==> src/rtl/arctan_cordic_ctrl.sv <==
// arctan_cordic_ctrl: multi-cycle CORDIC vectoring engine returning atan2(y,x) in Q16.16 degrees
module arctan_cordic_ctrl #(
    parameter int ITER  = 24,
    parameter int AFRAC = 24
) (
    input  logic        clk,
    input  logic        rst,
    input  logic        start,
    input  logic [31:0] x_in,
    input  logic [31:0] y_in,
    output logic        busy,
    output logic        done,
    output logic [31:0] theta
);
    localparam int ZW = 9 + AFRAC;
    localparam int IW = $clog2(ITER);
    localparam real PI = 3.14159265358979323846;
    localparam logic signed [ZW-1:0] Z90 = ZW'(64'sd90 <<< AFRAC);
    localparam logic signed [ZW-1:0] ZHALF = ZW'(64'sd1 <<< (AFRAC - 17));
    localparam logic signed [31:0] TMAX = 32'sd11796480;

    typedef enum logic [1:0] {S_IDLE, S_PRE, S_ITER, S_OUT} state_t;

    // atan(2^-k) in degrees scaled by 2^AFRAC, rounded to nearest at elaboration
    function automatic logic signed [ZW-1:0] atan_deg(input int k);
        return ZW'(longint'($atan(2.0 ** (-k)) * 180.0 / PI * (2.0 ** AFRAC)));
    endfunction

    logic signed [ZW-1:0] w_rom [ITER];
    genvar g;
    generate
        for (g = 0; g < ITER; g++) begin : g_rom
            assign w_rom[g] = atan_deg(g);
        end
    endgenerate

    state_t               r_state;
    logic signed [34:0]   r_x, r_y;
    logic signed [ZW-1:0] r_z;
    logic [IW-1:0]        r_i;
    logic                 r_zero, r_busy, r_done;
    logic [31:0]          r_theta;

    logic signed [34:0]   w_fx, w_fy, w_mag, w_xs, w_ys;
    logic signed [ZW-1:0] w_fz, w_rnd;
    logic signed [31:0]   w_th, w_out;
    logic [4:0]           w_msb, w_sh;

    // Fold into the right half-plane, then normalise so small operands keep full precision
    always_comb begin
        w_fx  = !r_x[34] ? r_x : (r_y[34] ? -r_y : r_y);
        w_fy  = !r_x[34] ? r_y : (r_y[34] ? r_x : -r_x);
        w_fz  = !r_x[34] ? '0 : (r_y[34] ? -Z90 : Z90);
        w_mag = w_fx | (w_fy[34] ? -w_fy : w_fy);
        w_msb = '0;
        for (int k = 0; k < 32; k++) w_msb = w_mag[k] ? 5'(k) : w_msb;
        w_sh  = 5'd31 - w_msb;
        w_xs  = r_x >>> r_i;
        w_ys  = r_y >>> r_i;
        w_rnd = r_z + ZHALF;
        w_th  = 32'(w_rnd >>> (AFRAC - 16));
        w_out = (w_th > TMAX) ? TMAX : (w_th <= -TMAX) ? -TMAX + 32'sd1 : w_th;
    end

    // Request FSM: latch, fold, ITER micro-rotations, round and publish
    always_ff @(posedge clk or negedge rst) begin
        if (!rst) begin
            r_state <= S_IDLE;
            r_x     <= '0;
            r_y     <= '0;
            r_z     <= '0;
            r_i     <= '0;
            r_zero  <= 1'b0;
            r_busy  <= 1'b0;
            r_done  <= 1'b0;
            r_theta <= '0;
        end else begin
            case (r_state)
                S_IDLE: begin
                    r_done <= 1'b0;
                    if (start) begin
                        r_x     <= {{3{x_in[31]}}, x_in};
                        r_y     <= {{3{y_in[31]}}, y_in};
                        r_zero  <= (x_in == '0) && (y_in == '0);
                        r_busy  <= 1'b1;
                        r_state <= S_PRE;
                    end
                end
                S_PRE: begin
                    r_x     <= w_fx <<< w_sh;
                    r_y     <= w_fy <<< w_sh;
                    r_z     <= w_fz;
                    r_i     <= '0;
                    r_state <= S_ITER;
                end
                S_ITER: begin
                    r_x     <= r_y[34] ? r_x - w_ys : r_x + w_ys;
                    r_y     <= r_y[34] ? r_y + w_xs : r_y - w_xs;
                    r_z     <= r_y[34] ? r_z - w_rom[r_i] : r_z + w_rom[r_i];
                    r_i     <= r_i + 1'b1;
                    r_state <= (r_i == IW'(ITER - 1)) ? S_OUT : S_ITER;
                end
                default: begin
                    r_theta <= r_zero ? '0 : w_out;
                    r_done  <= 1'b1;
                    r_busy  <= 1'b0;
                    r_state <= S_IDLE;
                end
            endcase
        end
    end

    assign busy  = r_busy;
    assign done  = r_done;
    assign theta = r_theta;
endmodule

==> config.mk <==
export PLATFORM = sky130hd
export DESIGN_NAME = arctan_cordic_ctrl
export DESIGN_NICKNAME = d
export VERILOG_FILES = /design/src/rtl/arctan_cordic_ctrl.sv
export SDC_FILE = /design/constraint.sdc
export NUM_CORES = 1
export LEC_CHECK = 0
export ABC_AREA = 1
export ABC_CLOCK_PERIOD_IN_PS = 6000
export CAP_MARGIN = 20
export CORE_MARGIN = 4
export CORE_UTILIZATION = 40
export CTS_CLUSTER_DIAMETER = 50
export CTS_CLUSTER_SIZE = 10
export DETAILED_ROUTE_END_ITERATION = 8
export PLACE_DENSITY_LB_ADDON = 0.25
export SETUP_SLACK_MARGIN = 0.1
export SLEW_MARGIN = 20
export SYNTH_ARGS = -nofsm -noshare
export SYNTH_HDL_FRONTEND = slang
export SYNTH_SLANG_ARGS = --single-unit
==> constraint.sdc <==
create_clock -name clk -period 6 [get_ports clk]
set_input_delay 0.6 -clock clk [delete_from_list [all_inputs] [get_ports clk]]
set_output_delay 0.6 -clock clk [all_outputs]
set_load 0.01 [all_outputs]
* Yosys cells after proc, flatten, opt, wreduce, memory -nomap -nowiden
Memories as Yosys holds them, arrays and structs flattened. Index checks and enable logic that the tools add are counted.
Word-level totals: bits in registers 145, memory bits (read-only) 1056, bits of input ports 67, word-level logic and storage cells 105, memories 1
Memories:
- (name not given) | words 32, bits a word 33, rd ports 1, clocked after Yosys merged registers in 0, write ports 0, RTL line 99 | r_z <= r_y[34] ? r_z - w_rom[r_i] : r_z + w_rom[r_i];
Cells by class: add/sub/neg operators 12, order comparisons 3, equality and inequality tests 4, shift operators 4, muxes and demuxes 58, bitwise gates (word level) 3, reductions and logical operators 11
Operator list (count):
- 35-bit 2-to-1 mux | 8
- 35-bit one-hot mux with 3 select lines | 2
- 33-bit 2-to-1 mux | 5
- 32-bit 2-to-1 mux | 4
- 5-bit 2-to-1 mux | 16
- 35-bit adder | 2
- 35-bit negator | 2
- 35-bit by 5-bit <<< shifter with 35-bit output | 2
- 35-bit by 5-bit >>> shifter with 35-bit output | 2
- 35-bit subtractor | 2
- 33-bit one-hot mux with 2 select lines | 1
- 32-bit logical NOT | 2
- 33-bit adder | 1
- 33-bit by 9-bit adder with 33-bit output, second input constant | 1
- 33-bit subtractor | 1
- 4-bit 2-to-1 mux | 8
- 32-bit negator | 1
- 32-bit OR | 1
- 25-bit greater-than comparator, second input constant | 1
- 25-bit <= comparator, second input constant | 1
- 3-bit 2-to-1 mux | 4
- 5-bit one-hot mux with 2 select lines | 1
- 6-bit >= comparator, second input constant | 1
- 2-bit 2-to-1 mux | 3
- 18 further kinds | 23

* Longest topological paths before layout
depth in word-level cells 40, mapped depth 51, depth with buffers taken out 51

* Least setup slack after synthesis
OpenSTA, ideal clock, no wires.
path kind flip-flop to flip-flop, from reg r_i[3], to reg r_z[30], setup time 143 ps, arrival 5940 ps, data required time 5857 ps, slack -83 ps, cell stages (with the launch flop) 44, path buffers 4, period minus slack after synthesis 6083 ps, cell sequence dfrtp_1 clkinv_1 clkbuf_1 clkbuf_1 clkbuf_1 clkbuf_1 o21ai_0 o21ai_0 ha_1 nand2_1 o21ai_0 fa_1 nor2_1 nor2_1 o21bai_1 nand2_1 inv_1 o21ai_1 [... 8 more ...] nand2_1 inv_1 o21ai_1 inv_1 o21ai_1 inv_1 o31ai_1 nand2_1 a21oi_1 nand2_1 nand2_1 inv_1 o21ai_1 inv_1 o21ai_1 a21oi_1 o21ai_0 a22oi_1
Between the ends: word-level cells in the longest chain between the ends 7, elaborated cells between the ends (all ways) 8, those cells by class 2 x add/sub; 4 x mux; 1 x bitwise; 1 x memory
RTL lines:
- start: declaration | RTL line 40 | logic [IW-1:0] r_i;
- start signal: assignment | RTL line 100 | r_i <= r_i + 1'b1;
- 5-bit inverter with 6-bit output (not written as such) * | RTL line 99
- memory 32 x 33 bit *
- 33-bit 2-to-1 mux (not written as such) * (2 in series) | RTL line 99
- 33-bit adder or 33-bit subtractor (tied branches) | RTL line 99
- 33-bit 2-to-1 mux * | RTL line 99
- 33-bit one-hot mux with 2 select lines * | RTL line 78 | case (r_state)
- end signal: assignment | RTL line 92 | r_z <= w_fz;
- end signal: assignment | RTL line 99
- end: declaration | RTL line 39 | logic signed [ZW-1:0] r_z;
Every way passes the cells marked *; elsewhere a longest branch is shown, timed or not. The select of a mux whose other input is x is not followed. A chain may end at the register's enable or synchronous reset.

* Final worst setup path
from reg r_i[0], to reg r_y[4]
Between the ends: word-level cells in the longest chain between the ends 4, elaborated cells between the ends (all ways) 5, those cells by class 2 x add/sub; 1 x shift; 2 x mux
RTL lines:
- 35-bit by 5-bit >>> shifter with 35-bit output * | RTL line 58 | w_xs = r_x >>> r_i;
- 35-bit subtractor or 35-bit adder (tied branches) | RTL line 98 | r_y <= r_y[34] ? r_y + w_xs : r_y - w_xs;
- 35-bit 2-to-1 mux * | RTL line 98
- 35-bit one-hot mux with 3 select lines * | RTL line 78
- end signal: assignment | RTL line 83 | r_y <= {{3{y_in[31]}}, y_in};
- end signal: assignment | RTL line 91 | r_y <= w_fy <<< w_sh;
- end signal: assignment | RTL line 98
- end: declaration | RTL line 38 | logic signed [34:0] r_x, r_y;
Every way passes the cells marked *; elsewhere a longest branch is shown, timed or not.

==> flow_metrics.py <==
metrics = {
    "drt": {
        "vias_per_cell": 5.77,
        "drt_iter0_markers": 4294,
        "final_antenna_net_count": 0,
        "wl_mm": 126,
        "first_pass_iters": 8,
        "dr_total_vias": 34200,
        "drc": 0,
        "wl_per_cell_um": 21.3,
    },
    "logic_synthesis": {
        "synth_cell_types": 64,
        "synth.top_cell.area_share_pct": 19.8,
        "synthMuxAreaShare_pct": 2.04,
        "synth_edf_count": 0,
        "async_flop_share_pct": 100,
        "synth_top_family_by_area": "simple AND/OR/NAND/NOR gates",
        "synth-seq-cells": 138,
        "synthSimpleGateAreaFrac_pct": 39.3,
        "synthXorXnorAreaFrac_pct": 6.63,
        "yosysTopAreaCell": "nand2_1",
        "postSynthCellCount": 4347,
        "syn-num-nets": 4533,
        "synthFlopType": "dfrtp_1",
        "synth-adder-area-share_pct": 6.15,
        "yosysSeqAreaShare_pct": 14.1,
        "syn_area_mm2": 0.0246,
        "yosys_warnings": 0,
        "synth_compound_gate_area_share_pct": 20.6,
        "syn_avg_cell_area_um2": 5.65,
        "synth_area_leaders": "nand2_1 (20%), dfrtp_1 (14%), nand3_1 (9.2%), o21ai_0 (8.1%), ha_1 (5.9%)",
    },
    "outcome": {
        "violations": "setup timing",
        "status": "finished, violations left",
    },
    "critical_path": {
        "required_ns": 6.46,
        "cp_top_family": "buffers and inverters",
        "crit_type": "flip-flop to flip-flop",
        "path_buf_inv": 26,
        "cpMostUsedCell": "buf_4",
        "cp-end-kind": "flip-flop",
        "cpPeakStageDelay_ns": 0.55,
        "critPathMaxFanout": 8,
        "critPathSlowestCell": "dfrtp_4",
        "startpoint_type": "flip-flop",
        "arrival_ns": 6.71,
    },
    "sta": {
        "hold_violations": 0,
        "final.setup_skew_ns": 0.0141,
        "tns_ns": -1.90,
        "timing.fmax_mhz": 160,
        "fin_crit_ns": 6.26,
        "setup_viol_count_final": 16,
        "slew_headroom_pct": 32.4,
        "worst_slack_ns": -0.259,
        "fin_crit_sh_pct": 104,
        "drv_slew": 0,
        "tightest_slew_ns": 1.01,
        "rsz0062_at_grt": "true",
    },
    "final_layout": {
        "fin_area_mm2": 0.0353,
        "layout-drive-gt1-share_pct": 27.2,
        "nets": 5316,
        "areaGrowthSynthToFinish_pct": 43.6,
        "fin_cells": 5929,
    },
    "die": {
        "ios": 101,
        "fp-row-count": 90,
        "die_x_um": 256,
        "core_mm2": 0.0606,
        "initial_core_util_pct": 40.6,
        "dieArea_mm2": 0.0655,
        "die_h_um": 256,
    },
    "clock_tree": {
        "cts.reportedPaths.clkPinSlew_ns": 0.08,
        "cts_buffer_depth": 2,
        "cts.sinks": 138,
        "cts_made_buffers": 17,
        "cts-root-buf": "clkbuf_16",
        "h-tree-depth": 4,
        "cts_tree": "built",
        "clk_latency_ns": 0.52,
    },
    "global_route": {
        "antenna_found_initial": 5,
        "grt_pass1_wl_mm": 183,
        "grt_pass1_vias": 30200,
        "grt.total_usage_pct": 35.9,
        "overflow": 0,
        "grt_max_degree": 65,
    },
    "placed_design": {
        "dp_hpwl_mm": 95.4,
        "dp_slack_ns": -0.744,
        "gp_congestion": 1.00,
        "placed_area_mm2": 0.0310,
        "numPlacedInstances": 5698,
        "port_buffers": 100,
    },
    "flow_run": {
        "drv_cap": 0,
    },
    "hold_path": {
        "hold_path.class": "primary input to async pin",
    },
}
cells by family (layout without fill, tap and decap cells):
group                      after synthesis  in the layout
AOI/OAI and AO/OA                      914            914
buffers and inverters                  643           1439
xor gates and xnor gates               186            186
DFF                                    138            138
other                                    0              4
and+or+nand+nor                       2297           2297
adders and majority gates              119            119
muxes                                   50             50
stage by stage:
stage / hold slack [ns] / utilization (%)
6_report: 0.0696 / 58.2
3_3_place_gp: 0.464 / 51.1
3_5_place_dp: 0.471 / 51.1
4_1_cts: 0.0711 / 55.0
2_1_floorplan: 0.304 / -
5_1_grt: 0.0949 / 58.2
placed cells by master, fill, tap and decap left out, types with 130 or more instances in the layout:
cell     instances
nand2_1       1239
buf_4          841
nand3_1        419
inv_1          355
nor2_1         342
o21ai_0        244
a21oi_1        214
xor2_1         151
dfrtp_1        135
o21ai_1        130
cell usage after synthesis (all sizes together), types with 2 or more instances:
master       count
nor2           385
a211oi           7
dfrtp          138
nand4           36
buf            143
a21oi          261
fa               3
a21boi           2
clkbuf          92
nor3b            4
o221ai          13
xnor2           29
ha             116
and2            10
a22oi           14
a221oi           2
nor4            29
o21ai          478
or2             18
clkinv           5
nand3b           9
a31oi           15
a32o             4
o211ai          35
o31ai           23
o41ai            2
a22o             3
o2111ai          3
mux2i           50
dlygate4sd1      3
o21a             5
o22ai           23
xor2           157
nor3            44
inv            400
nand2         1305
a32oi            3
a41oi            4
a21o             5
nand3          455
o21bai           7
flip-flops by register name, indices dropped and copies added, names as in the netlist:
name     flops
busy         1
theta       25
r_x         35
r_z         33
r_zero       1
r_i          5
done         1
r_state      2
r_y         35
layout make-up:
type	count	area [um2]
inverter	405	1550
clock buffer	17	425
timing repair buffer	1002	8400
antenna	4	10.0
tap	782	978
multi-input combinational	3566	20300
sequential	138	3460
clock inverter	15	189
fill	5912	25300
what timing repair did:
action,in CTS,in global routing
gates resized for setup,250,395
pin swaps,90,201
cloned,4,5
hold buffers,0,0
setup endpoints to repair,44,82
buffers inserted,128,62
worst paths after layout:
path | from | end | slack (ns) | cells past startpoint
max | r_i[0]$_DFFE_PN0N_ | r_y[4]$_DFFE_PN0P_ | -0.26 | 43
min | rst | r_z[7]$_DFFE_PN0N_ | 0.07 | 1
max reg2reg | r_i[0]$_DFFE_PN0N_ | r_y[4]$_DFFE_PN0P_ | -0.26 | 43
min reg2reg | theta[13]$_DFFE_PN0N_ | theta[13]$_DFFE_PN0N_ | 0.49 | 2
max in group asynchronous | rst | r_y[7]$_DFFE_PN0P_ | 4.64 | 2
min in group clk | theta[13]$_DFFE_PN0N_ | theta[13]$_DFFE_PN0N_ | 0.49 | 2
layer usage:
metal / share of wire (%) / global-route usage, % / vias to the layer above
li1: - / - / 16100
met5: 0.010 / 0 / -
met4: 5.3 / 15.5 / 2
met3: 11 / 8.31 / 337
met2: 41 / 52.4 / 1979
met1: 42 / 50.4 / 15800
Power is not shown: default switching activity piles up to over one toggle a cycle in this logic, so the estimate is an artifact.
